`src/rtl/seq_pkg.sv`:
```
// Shared types and tag-word field positions for the
// sequencer playback controller.
package seq_pkg;

   typedef enum logic [1:0] {
      FETCH_REQ  = 2'd0,
      FETCH_WAIT = 2'd1,
      PLAY       = 2'd2,
      DONE       = 2'd3
   } state_t;

   localparam int TAG_START_LSB = 0;
   localparam int TAG_END_LSB   = 10;
   localparam int TAG_VALID_BIT = 20;
   localparam int TAG_LOOP_BIT  = 21;
   localparam int TAG_ADDR_W    = 10;

endpackage

```
`src/rtl/pb_debounce.sv`:
```
// Pushbutton debouncer: one press pulse once the input
// has been high for DEB_CYCLES samples; re-arms on low.
module pb_debounce #(
   parameter int DEB_CYCLES = 16
) (
   input  logic CLK_50,
   input  logic reset,
   input  logic pb_in,
   output logic press_pulse
);

   localparam int CW = $clog2(DEB_CYCLES + 1);
   localparam logic [CW-1:0] LIM = CW'(DEB_CYCLES);
   localparam logic [CW-1:0] ONE = CW'(1);

   logic [CW-1:0] cnt;

   // Counter saturates at LIM so a held button yields one pulse.
   always_ff @(posedge CLK_50 or posedge reset) begin
      if (reset) begin
         cnt         <= '0;
         press_pulse <= 1'b0;
      end else begin
         press_pulse <= pb_in && (cnt == LIM - ONE);
         if (!pb_in)
            cnt <= '0;
         else if (cnt != LIM)
            cnt <= cnt + ONE;
      end
   end

endmodule

```
`src/rtl/seq_play_ctrl.sv`:
```
// Tag-list playback: selects a sequence from the buttons,
// fetches its tag word, then steps the ROM address.
module seq_play_ctrl
   import seq_pkg::*;
#(
   parameter int NUM_SEQ    = 64,
   parameter int DEB_CYCLES = 16,
   parameter int RD_LAT     = 2
) (
   input  logic        CLK_50,
   input  logic        reset,
   input  logic        pb_seq_up,
   input  logic        pb_seq_dn,
   input  logic        slow_tick,
   output logic        ram_rden,
   output logic [6:0]  ram_rdaddress,
   input  logic [31:0] ram_q,
   output logic [9:0]  rom_addr,
   output logic        rom_addr_valid,
   output logic [5:0]  seq_num,
   output logic        playing,
   output logic        tag_err
);

   localparam logic [5:0] SEQ_MAX = 6'(NUM_SEQ - 1);
   localparam logic [3:0] LAT     = 4'(RD_LAT);

   logic up_p;
   logic dn_p;
   logic chg;

   state_t state;
   state_t state_n;

   logic [3:0]  wcnt;
   logic [3:0]  wcnt_n;
   logic [31:0] tag_q;
   logic [31:0] tag_n;
   logic [9:0]  addr_n;
   logic        vld_n;
   logic        play_n;
   logic        err_n;
   logic        rden_n;

   logic [9:0] q_start;
   logic [9:0] q_end;
   logic       q_valid;
   logic [9:0] t_start;
   logic [9:0] t_end;
   logic       t_loop;

   pb_debounce #(
      .DEB_CYCLES (DEB_CYCLES)
   ) u_deb_up (
      .CLK_50      (CLK_50),
      .reset       (reset),
      .pb_in       (pb_seq_up),
      .press_pulse (up_p)
   );

   pb_debounce #(
      .DEB_CYCLES (DEB_CYCLES)
   ) u_deb_dn (
      .CLK_50      (CLK_50),
      .reset       (reset),
      .pb_in       (pb_seq_dn),
      .press_pulse (dn_p)
   );

   // Coincident up/down pulses cancel out.
   assign chg = up_p ^ dn_p;

   always_ff @(posedge CLK_50 or posedge reset) begin
      if (reset) begin
         seq_num <= '0;
      end else if (up_p && !dn_p) begin
         seq_num <= (seq_num == SEQ_MAX) ? 6'd0 : seq_num + 6'd1;
      end else if (dn_p && !up_p) begin
         seq_num <= (seq_num == 6'd0) ? SEQ_MAX : seq_num - 6'd1;
      end
   end

   assign ram_rdaddress = {1'b0, seq_num};

   assign q_start = ram_q[TAG_START_LSB +: TAG_ADDR_W];
   assign q_end   = ram_q[TAG_END_LSB +: TAG_ADDR_W];
   assign q_valid = ram_q[TAG_VALID_BIT];
   assign t_start = tag_q[TAG_START_LSB +: TAG_ADDR_W];
   assign t_end   = tag_q[TAG_END_LSB +: TAG_ADDR_W];
   assign t_loop  = tag_q[TAG_LOOP_BIT];

   always_ff @(posedge CLK_50 or posedge reset) begin
      if (reset) begin
         state          <= FETCH_REQ;
         wcnt           <= '0;
         tag_q          <= '0;
         rom_addr       <= '0;
         rom_addr_valid <= 1'b0;
         playing        <= 1'b0;
         tag_err        <= 1'b0;
         ram_rden       <= 1'b0;
      end else begin
         state          <= state_n;
         wcnt           <= wcnt_n;
         tag_q          <= tag_n;
         rom_addr       <= addr_n;
         rom_addr_valid <= vld_n;
         playing        <= play_n;
         tag_err        <= err_n;
         ram_rden       <= rden_n;
      end
   end

   // A sequence change overrides every state, including a pending tick.
   always_comb begin
      state_n = state;
      wcnt_n  = wcnt;
      tag_n   = tag_q;
      addr_n  = rom_addr;
      vld_n   = rom_addr_valid;
      play_n  = playing;
      err_n   = tag_err;
      rden_n  = 1'b0;
      if (chg) begin
         state_n = FETCH_REQ;
         vld_n   = 1'b0;
         play_n  = 1'b0;
      end else begin
         unique case (state)
            FETCH_REQ: begin
               rden_n  = 1'b1;
               err_n   = 1'b0;
               wcnt_n  = '0;
               state_n = FETCH_WAIT;
            end
            FETCH_WAIT: begin
               if (wcnt == LAT) begin
                  tag_n = ram_q;
                  if (!q_valid || (q_end < q_start)) begin
                     err_n   = 1'b1;
                     state_n = DONE;
                  end else begin
                     addr_n  = q_start;
                     vld_n   = 1'b1;
                     play_n  = 1'b1;
                     state_n = PLAY;
                  end
               end else begin
                  wcnt_n = wcnt + 4'd1;
               end
            end
            PLAY: begin
               if (slow_tick) begin
                  if (rom_addr < t_end) begin
                     addr_n = rom_addr + 10'd1;
                  end else if (t_loop) begin
                     addr_n = t_start;
                  end else begin
                     vld_n   = 1'b0;
                     play_n  = 1'b0;
                     state_n = DONE;
                  end
               end
            end
            DONE: begin
               state_n = DONE;
            end
            default: begin
               state_n = FETCH_REQ;
            end
         endcase
      end
   end

endmodule

```
`config.mk`:
```
export PLATFORM = sky130hd
export DESIGN_NAME = seq_play_ctrl
export DESIGN_NICKNAME = d
export VERILOG_FILES = /design/src/rtl/seq_pkg.sv /design/src/rtl/pb_debounce.sv /design/src/rtl/seq_play_ctrl.sv
export SDC_FILE = /design/constraint.sdc
export NUM_CORES = 1
export LEC_CHECK = 0
export BUFFER_PORTS_ARGS = -buffer_cell sky130_fd_sc_hd__buf_4
export CORE_MARGIN = 5
export CORE_UTILIZATION = 30
export DETAILED_ROUTE_END_ITERATION = 12
export GPL_TIMING_DRIVEN = 0
export PLACE_DENSITY = 0.55
export SYNTH_ARGS = -nofsm -noshare
export SYNTH_HDL_FRONTEND = slang
export SYNTH_SLANG_ARGS = --single-unit
```
`constraint.sdc`:
```
create_clock -name CLK_50 -period 3.8 [get_ports CLK_50]
set_input_delay 0.57 -clock CLK_50 [delete_from_list [all_inputs] [get_ports CLK_50]]
set_output_delay 0.57 -clock CLK_50 [all_outputs]
set_load 0.02 [all_outputs]
```
==> results of run 1 <==
## final cells by class
class | instances | area (µm²)
Clock buffer | 11 | 253
Buffer | 18 | 97.6
Timing Repair Buffer | 53 | 410
Fill cell | 1172 | 7070
Sequential cell | 58 | 1450
Multi-Input combinational cell | 261 | 1870
Inverter | 35 | 131
Tap cell | 143 | 179
Clock inverter | 5 | 52.6
## cell usage in the layout, fill, tap and decap left out, types with 2 or more instances in the layout
| cell type | count |
|---|---|
| o31ai_1 | 10 |
| nor3b_1 | 3 |
| a21o_1 | 2 |
| o21a_1 | 2 |
| clkinv_2 | 3 |
| buf_1 | 2 |
| a31oi_1 | 2 |
| clkbuf_1 | 8 |
| dfrtp_1 | 58 |
| and3_1 | 7 |
| o22ai_1 | 8 |
| a211o_1 | 2 |
| clkbuf_16 | 9 |
| xnor2_1 | 7 |
| ha_1 | 31 |
| a21oi_1 | 23 |
| xor2_1 | 8 |
| a22oi_1 | 3 |
| a22o_1 | 3 |
| nor2b_1 | 5 |
| nor3_1 | 5 |
| nor2_1 | 12 |
| nand4_1 | 6 |
| clkbuf_8 | 2 |
| o21ai_0 | 27 |
| mux2_2 | 22 |
| buf_4 | 60 |
| inv_1 | 34 |
| nand3_1 | 12 |
| a21boi_0 | 3 |
| nand2b_1 | 4 |
| and2_1 | 6 |
| nand2_1 | 31 |
## metal layers
metal	GRT usage	up-vias
li1	-	1440
met2	0.200	64
met3	0.0310	12
met5	0	-
met1	0.175	1362
met4	0.0500	0
## worst max-delay path, delay by kind of cell (launching register included)
kind	cells	cell delay (ns)
AOI/OAI and AO/OA	5	1.55
muxes	1	0.41
adders and majority gates	1	0.33
DFF	1	0.43
## power breakdown
group	total, mW	internal [mW]	switching [mW]
Clock	0.834	0.539	0.295
Sequential	0.998	0.811	0.188
Combinational	0.969	0.449	0.520
Total	2.80	1.80	1.00
## worst max path at each step
stage / start / endpoint / slack [ns] / depth (start not counted)
after floorplan: rom_addr[7] / rom_addr[0] / 1.33 / 7
after global placement: reset / tag_q[17] / 0.91 / 2
after detailed placement: ram_q[8] / rom_addr[8] / 0.92 / 8
after CTS: rom_addr[7] / rom_addr[2] / 0.96 / 7
after global routing: wcnt[0] / rom_addr[8] / 0.84 / 8
final: rom_addr[7] / rom_addr[2] / 0.97 / 7
## stage by stage
stage	hold slack, ns	total power, mW
floorplan	0.444	1.65
global placement	0.463	1.95
detailed placement	0.471	1.98
CTS	0.351	2.83
global route	0.379	3.01
finish	0.322	2.80
## state kept, by name (all words and copies together), names as in the netlist, 2 cells and up
name	count
rom_addr	10
tag_q	21
wcnt	4
seq_num	6
u_deb_dn.cnt	5
state	2
u_deb_up.cnt	5
## cell families after synthesis
family / Yosys count / synth area share
fa+ha+maj: 31 / 0.109
buf+inv: 53 / 0.0645
compound gates: 96 / 0.174
simple gates: 96 / 0.135
flops: 58 / 0.409
mux: 22 / 0.0698
xor+xnor: 15 / 0.0370
other cells: 1 / 0.00106
==> impl_results.md, run 1 <==
- DR WL/cell: 14.8 µm
- Synth area leaders: dfrtp_1 41%, ha_1 11%, mux2_2 7.0%
- Worst setup EP type: register
- Vias in the first global route: 2875
- Post_cts resized: 0
- Mapped Area: 3550 µm²
- DR top layer: met4
- Chip height: ~120 µm
- Number of synthesis warnings: 0
- WP data arrival: between 3 and 4 ns
- Design area: around 4400 µm²
- Reg2Reg Capture Point: rom_addr[2]
- Max_slew headroom: 0.273
- Initial DRC count: 130
- Die X-Extent: 119 µm
- Clk_skew: 0.00725 ns
- Final Hold Violating Endpoints: 0
- GRT Residual Overflow: 0
- CP Max Fanout: 10
- RSZ-0062 raised after global routing: no
- Fin util: 0.386
- Routed vias/inst: 4.93
- Synth Instances: 372
- Reg-to-reg critical path startpoint: rom_addr[7]
- GPL Wtd Cong: between 0.7 and 0.8
- Final worst setup slack: between 0.9 and 1 ns
- Max Transition Viols Final: 0
- Required time worst endpoint: 4.01 ns
- Core Area: 11500 µm²
- Half-perimeter wire length after placement: 6530 µm
- H-Tree Depth: 3
- Diodes inserted: 0
- Post-DP Area: 4140 µm²
- Worst Tran Pin Value: around 1.1 ns
- Root Driver: clkbuf_16
- Synth cell types: 47
- CP cell instances: ha_1 -> a211o_1 -> a21oi_1 -> o31a_1 -> a21oi_1 -> a211oi_4 -> mux2_2
- Setup WS pre-CTS: 0.922 ns
- Met3 routed WL: 408 µm
- Initial antenna violation count: 0
- Min Tclk post-route: 2.83 ns
- Pin count of the biggest net entering global routing: 32
- Lkg Pwr: between 2 and 2.5 nW
- Reg2Reg Setup Slack: 0.97 ns
- TritonRoute pass-1 iters: 4
- Register area share after synthesis: 0.409
- Most common cell in the netlist: dfrtp_1
- Critical Path Most Common Cell: a21oi_1
- First-pass GRT wire length: 14600 µm
- Reg2Reg Depth: 7
- Met2 WL: 3950 µm
- CTS Buffer Depth: 2
- Final setup fails: 0
- DRC: 0
- Flops & latches, synth: 58
- Status: finished clean
- Hold buffer count at CTS: 0
- # IOs: 64
- Clk Latency, worst-skew pair: 0.33 ns
- Share of cells above drive strength 1: 0.236
- CP startpoint kind: register
- CTS sink count: 58
- Initial Util: 0.308
- Max Clk Rate: 353 MHz
- Slowest stage delay, CP: 0.62 ns
- Total number of vias: between 2000 and 3000
- Max Cap Viol: 0
- Placed cells: around 570
- Length of routed wiring on met1: between 4000 and 5000 µm
- Post-synth top flop: dfrtp_1
- Avg Inst Size Synth: 9.54 µm²
- Final Cycle Share: 0.745
- Worst-path clk slew: 0.06 ns
- Kind of critical path: register to register
- CTS tree: done
- Final ANT Viol Nets: 0
- Die Area: 14100 µm²
- Power Dens Cells: ~630 nW/µm²
- Total GRT Usage: 0.129
- Setup_tns: 0 ns
- Area grow syn2layout: 25.2%
- I/O Buffers: 52
- Post-Layout Cell Count: just under 600
- Final wirelength: slightly below 9000 µm
- Total CTS buffers: 9
- Nets: 504
- Std-Cell Rows: 39
- Syn Nets: 440
- CP max stage cell: a211oi_4
- EDFF count, synth: 0
- FFs w/ async S/R, synth: 1.00
- Min-delay worst type: primary input to asynchronous set/reset pin
- Top cells by count, synth: 58 x dfrtp_1, 35 x inv_1, 31 x ha_1, 31 x nand2_1, 27 x o21ai_0
- Synth top area share: 0.409
- Cell taking the most area after synthesis: dfrtp_1
- Worst vdd rail ir drop: 0.287 mV
- Setup bufs post-CTS: 0
Power figures use the tool's default switching activity.
==> run 2: changes to the inputs <==
--- a/config.mk
+++ b/config.mk
@@ -10,7 +10,7 @@
 export CORE_UTILIZATION = 30
 export DETAILED_ROUTE_END_ITERATION = 12
 export GPL_TIMING_DRIVEN = 0
-export PLACE_DENSITY = 0.55
+export PLACE_DENSITY = 0.57
 export SYNTH_ARGS = -nofsm -noshare
 export SYNTH_HDL_FRONTEND = slang
 export SYNTH_SLANG_ARGS = --single-unit
==> constraint.sdc (replaced) <==
create_clock -name CLK_50 -period 2.4 [get_ports CLK_50]
set_input_delay 0.36 -clock CLK_50 [delete_from_list [all_inputs] [get_ports CLK_50]]
set_output_delay 0.36 -clock CLK_50 [all_outputs]
set_load 0.02 [all_outputs]
==> run 2 against run 1 <==
  * Final area up 8.4%
  * Fmax increased by 18%
  * Total power is 87% higher
  * Register-to-register slack worse by 0.97 ns
  * Routed wire length up 3.5%
  * Clock power is 82% higher
  * First-iteration DRC count is 3.8% higher
  * Clock skew grew 0.0021 ns
  * Die area stayed put
  * Sequential power up 56%
  * Largest cell class unchanged
==> impl_results.md, run 2 (synthesis results as in run 1) <==
- Worst Tran Pin Value: 0.772 ns (was 1.08 ns)
- Final setup fails: 0 (unchanged)
- Max Clk Rate: 417 MHz (was 353 MHz)
- Final Cycle Share: 1.00 (was 0.745)
- I/O Buffers: 52 (unchanged)
- Max Cap Viol: 0 (unchanged)
- CP startpoint kind: register (unchanged)
- Top delay family on crit path: compound AO/OA/AOI/OAI gates (unchanged)
- WHS: 0.159 ns (was 0.322 ns)
- Die X-Extent: 119 µm (unchanged)
- Max_slew headroom: 0.485 (was 0.273)
- Std-Cell Rows: 39 (unchanged)
- Final worst setup slack: 0.00102 ns (was 0.967 ns)
- RSZ-0062 raised after global routing: yes (was no)
- Initial Util: 0.308 (unchanged)
- Half-perimeter wire length after placement: 6290 µm (was 6530 µm)
- Met3 global-route usage: 0.0320 (was 0.0310)
- Routing usage on met2: 0.204 (was 0.200)
- Status: finished clean (unchanged)
- GPL Wtd Cong: 0.808 (was 0.770)
- Die Area: 14100 µm² (unchanged)
- CTS Buffer Depth: 2 (unchanged)
- TritonRoute pass-1 iters: 5 (was 4)
- Required time worst endpoint: 2.61 ns (was 4.01 ns)
- GR Layer Usage met1: 0.159 (was 0.175)
- Top Registers: tag_q: 21 flops, rom_addr: 10 flops, seq_num: 6 flops (unchanged)
- Setup WS pre-CTS: -0.370 ns (was 0.922 ns)
- Critical Path Most Common Cell: buf_4 (was a21oi_1)
- Area grow syn2layout: 35.7% (was 25.2%)
- Buf+Inv Stages, Crit Path: 2 (was 0)
- Kind of critical path: register to register (unchanged)
- Worst setup EP type: register (unchanged)
- Clk_skew: 0.00933 ns (was 0.00725 ns)
- Chip height: 119 µm (unchanged)
- # IOs: 64 (unchanged)
- CP Max Fanout: 11 (was 10)
- Routed vias/inst: 4.90 (was 4.93)
- Fin util: 0.418 (was 0.386)
- Initial antenna violation count: 0 (unchanged)
- CP cell instances: ha_4 -> nand4_1 -> o31a_1 -> buf_4 -> buf_4 -> a21oi_1 -> o22ai_1 -> mux2_4 (was ha_1 -> a211o_1 -> a21oi_1 -> o31a_1 -> a21oi_1 -> a211oi_4 -> mux2_2)
- Largest register by flop count: tag_q (unchanged)
- First-pass GRT wire length: 14200 µm (was 14600 µm)
- CP max stage cell: dfrtp_2 (was a211oi_4)
- Placed cells: 568 (unchanged)
- CTS tree: done (unchanged)
- Worst vdd rail ir drop: 0.612 mV (was 0.287 mV)
- Pin count of the biggest net entering global routing: 33 (was 32)
- Nets: 524 (was 504)
- Power Dens Cells: 1090 nW/µm² (was 630 nW/µm²)
- Max Transition Viols Final: 0 (unchanged)
- Clk Latency, worst-skew pair: 0.33 ns (about the same)
- CTS sink count: 58 (unchanged)
- Largest register FFs: 21 (unchanged)
- Share of cells above drive strength 1: 0.325 (was 0.236)
- Diodes inserted: 0 (unchanged)
- Initial DRC count: 135 (was 130)
- GRT Residual Overflow: 0 (unchanged)
- Lkg Pwr: 2.27 nW (was 2.14 nW)
- Most frequent cells in the layout: 79 x buf_4, 52 x dfrtp_1, 33 x inv_1 (was 60 x buf_4, 58 x dfrtp_1, 34 x inv_1)
- Min-delay worst type: primary input to asynchronous set/reset pin (unchanged)
- Min Tclk post-route: 2.40 ns (was 2.83 ns)
- DR WL/cell: 14.9 µm (was 14.8 µm)
- Vias in the first global route: 2874 (was 2875)
- WP data arrival: 2.61 ns (was 3.05 ns)
- Final ANT Viol Nets: 0 (unchanged)
- Final wirelength: 8970 µm (was 8670 µm)
- Worst-path clk slew: 0.06 ns (about the same)
- DRC: 0 (unchanged)
- Total GRT Usage: 0.124 (was 0.129)
- Slowest stage delay, CP: 0.45 ns (was 0.62 ns)
- Total number of vias: 2960 (was 2878)
- Commonest non-fill, non-tap cell in the layout: buf_4 (unchanged)
- Fill cell count: 1125 (was 1172)
- Total CTS buffers: 9 (unchanged)
- Hold buffer count at CTS: 0 (unchanged)
- Core Area: 11500 µm² (unchanged)
- Final Hold Violating Endpoints: 0 (unchanged)
- H-Tree Depth: 3 (unchanged)
- Root Driver: clkbuf_16 (unchanged)
- Most Crowded Layer GR: met2 (unchanged)
- Post-Layout Cell Count: 604 (was 584)
## run 2: changes by cell type in the layout (fill, tap and decap cells not counted), sizes merged
| cell | delta |
|---|---|
| buf | +20 |
| bufinv | +2 |
| clkbuf | -2 |
| clkinv | -2 |
| clkinvlp | +1 |
| o31ai | +1 |
## run 2: area by class of cell
class,count,area [µm²],share of cell area
well taps,143,179,0.0372
repair buffers,74,576,0.120
flip-flops and latches,58,1460,0.303
plain buffers,16,90.1,0.0187
inverters,35,131,0.0273
multi-input cells,262,2030,0.421
clock inverters,6,114,0.0236
clock buffers,10,239,0.0496
## run 2: what timing repair did
action                                  4_1_cts  5_1_grt
hold endpoints to repair                      0        0
cloned                                        1        1
endpoints found under the setup margin       10       10
pin swaps                                     8       14
resized for setup                            10       28
setup buffers                                12       11
## run 2: routing by layer
layer,routed length (µm),share of wire
met1,4190,0.47
met2,4270,0.48
met3,388,0.043
met4,127,0.014
met5,0,0
## run 2: worst register-to-register path, delay by kind of cell (launching register included)
| kind | cells | cell delay, ns |
|---|---|---|
| buf+inv | 2 | 0.32 |
| flops | 1 | 0.45 |
| mux | 1 | 0.29 |
| compound gates | 3 | 0.71 |
| fa+ha+maj | 1 | 0.29 |
| simple gates | 1 | 0.23 |
## run 2: where the power goes
part / switching (mW) / total (mW) / leakage (nW) / internal, mW
clock: 0.477 / 1.52 / 0.165 / 1.04
sequential: 0.266 / 1.56 / 0.707 / 1.29
combinational: 1.09 / 2.15 / 1.40 / 1.06
total: 1.83 / 5.23 / 2.27 / 3.40
## run 2: per-stage QoR
| step | power, mW | TNS [ns] | area (µm²) |
|---|---|---|---|
| 4_1_cts | 4.92 | -0.0241 | 4660 |
| 6_report | 5.23 | 0 | 4810 |
| 3_5_place_dp | 3.14 | -3.63 | 4140 |
| 2_1_floorplan | 2.62 | -0.147 | 3550 |
| 3_3_place_gp | 3.09 | -19.72 | 4120 |
| 5_1_grt | 5.54 | -0.352 | 4810 |
## run 2: path summary, 6_finish.rpt
path / endpoint / from / slack (ns) / cells after the start
max: rom_addr[2] / rom_addr[5] / 0.001 / 8
min reg2reg: tag_q[2] / tag_q[2] / 0.48 / 2
max in group asynchronous: rom_addr[7] / reset / 1.63 / 3
min in group CLK_50: tag_q[18] / ram_q[18] / 0.28 / 2
max reg2reg: rom_addr[2] / rom_addr[5] / 0.001 / 8
min: u_deb_up.cnt[3] / reset / 0.16 / 2
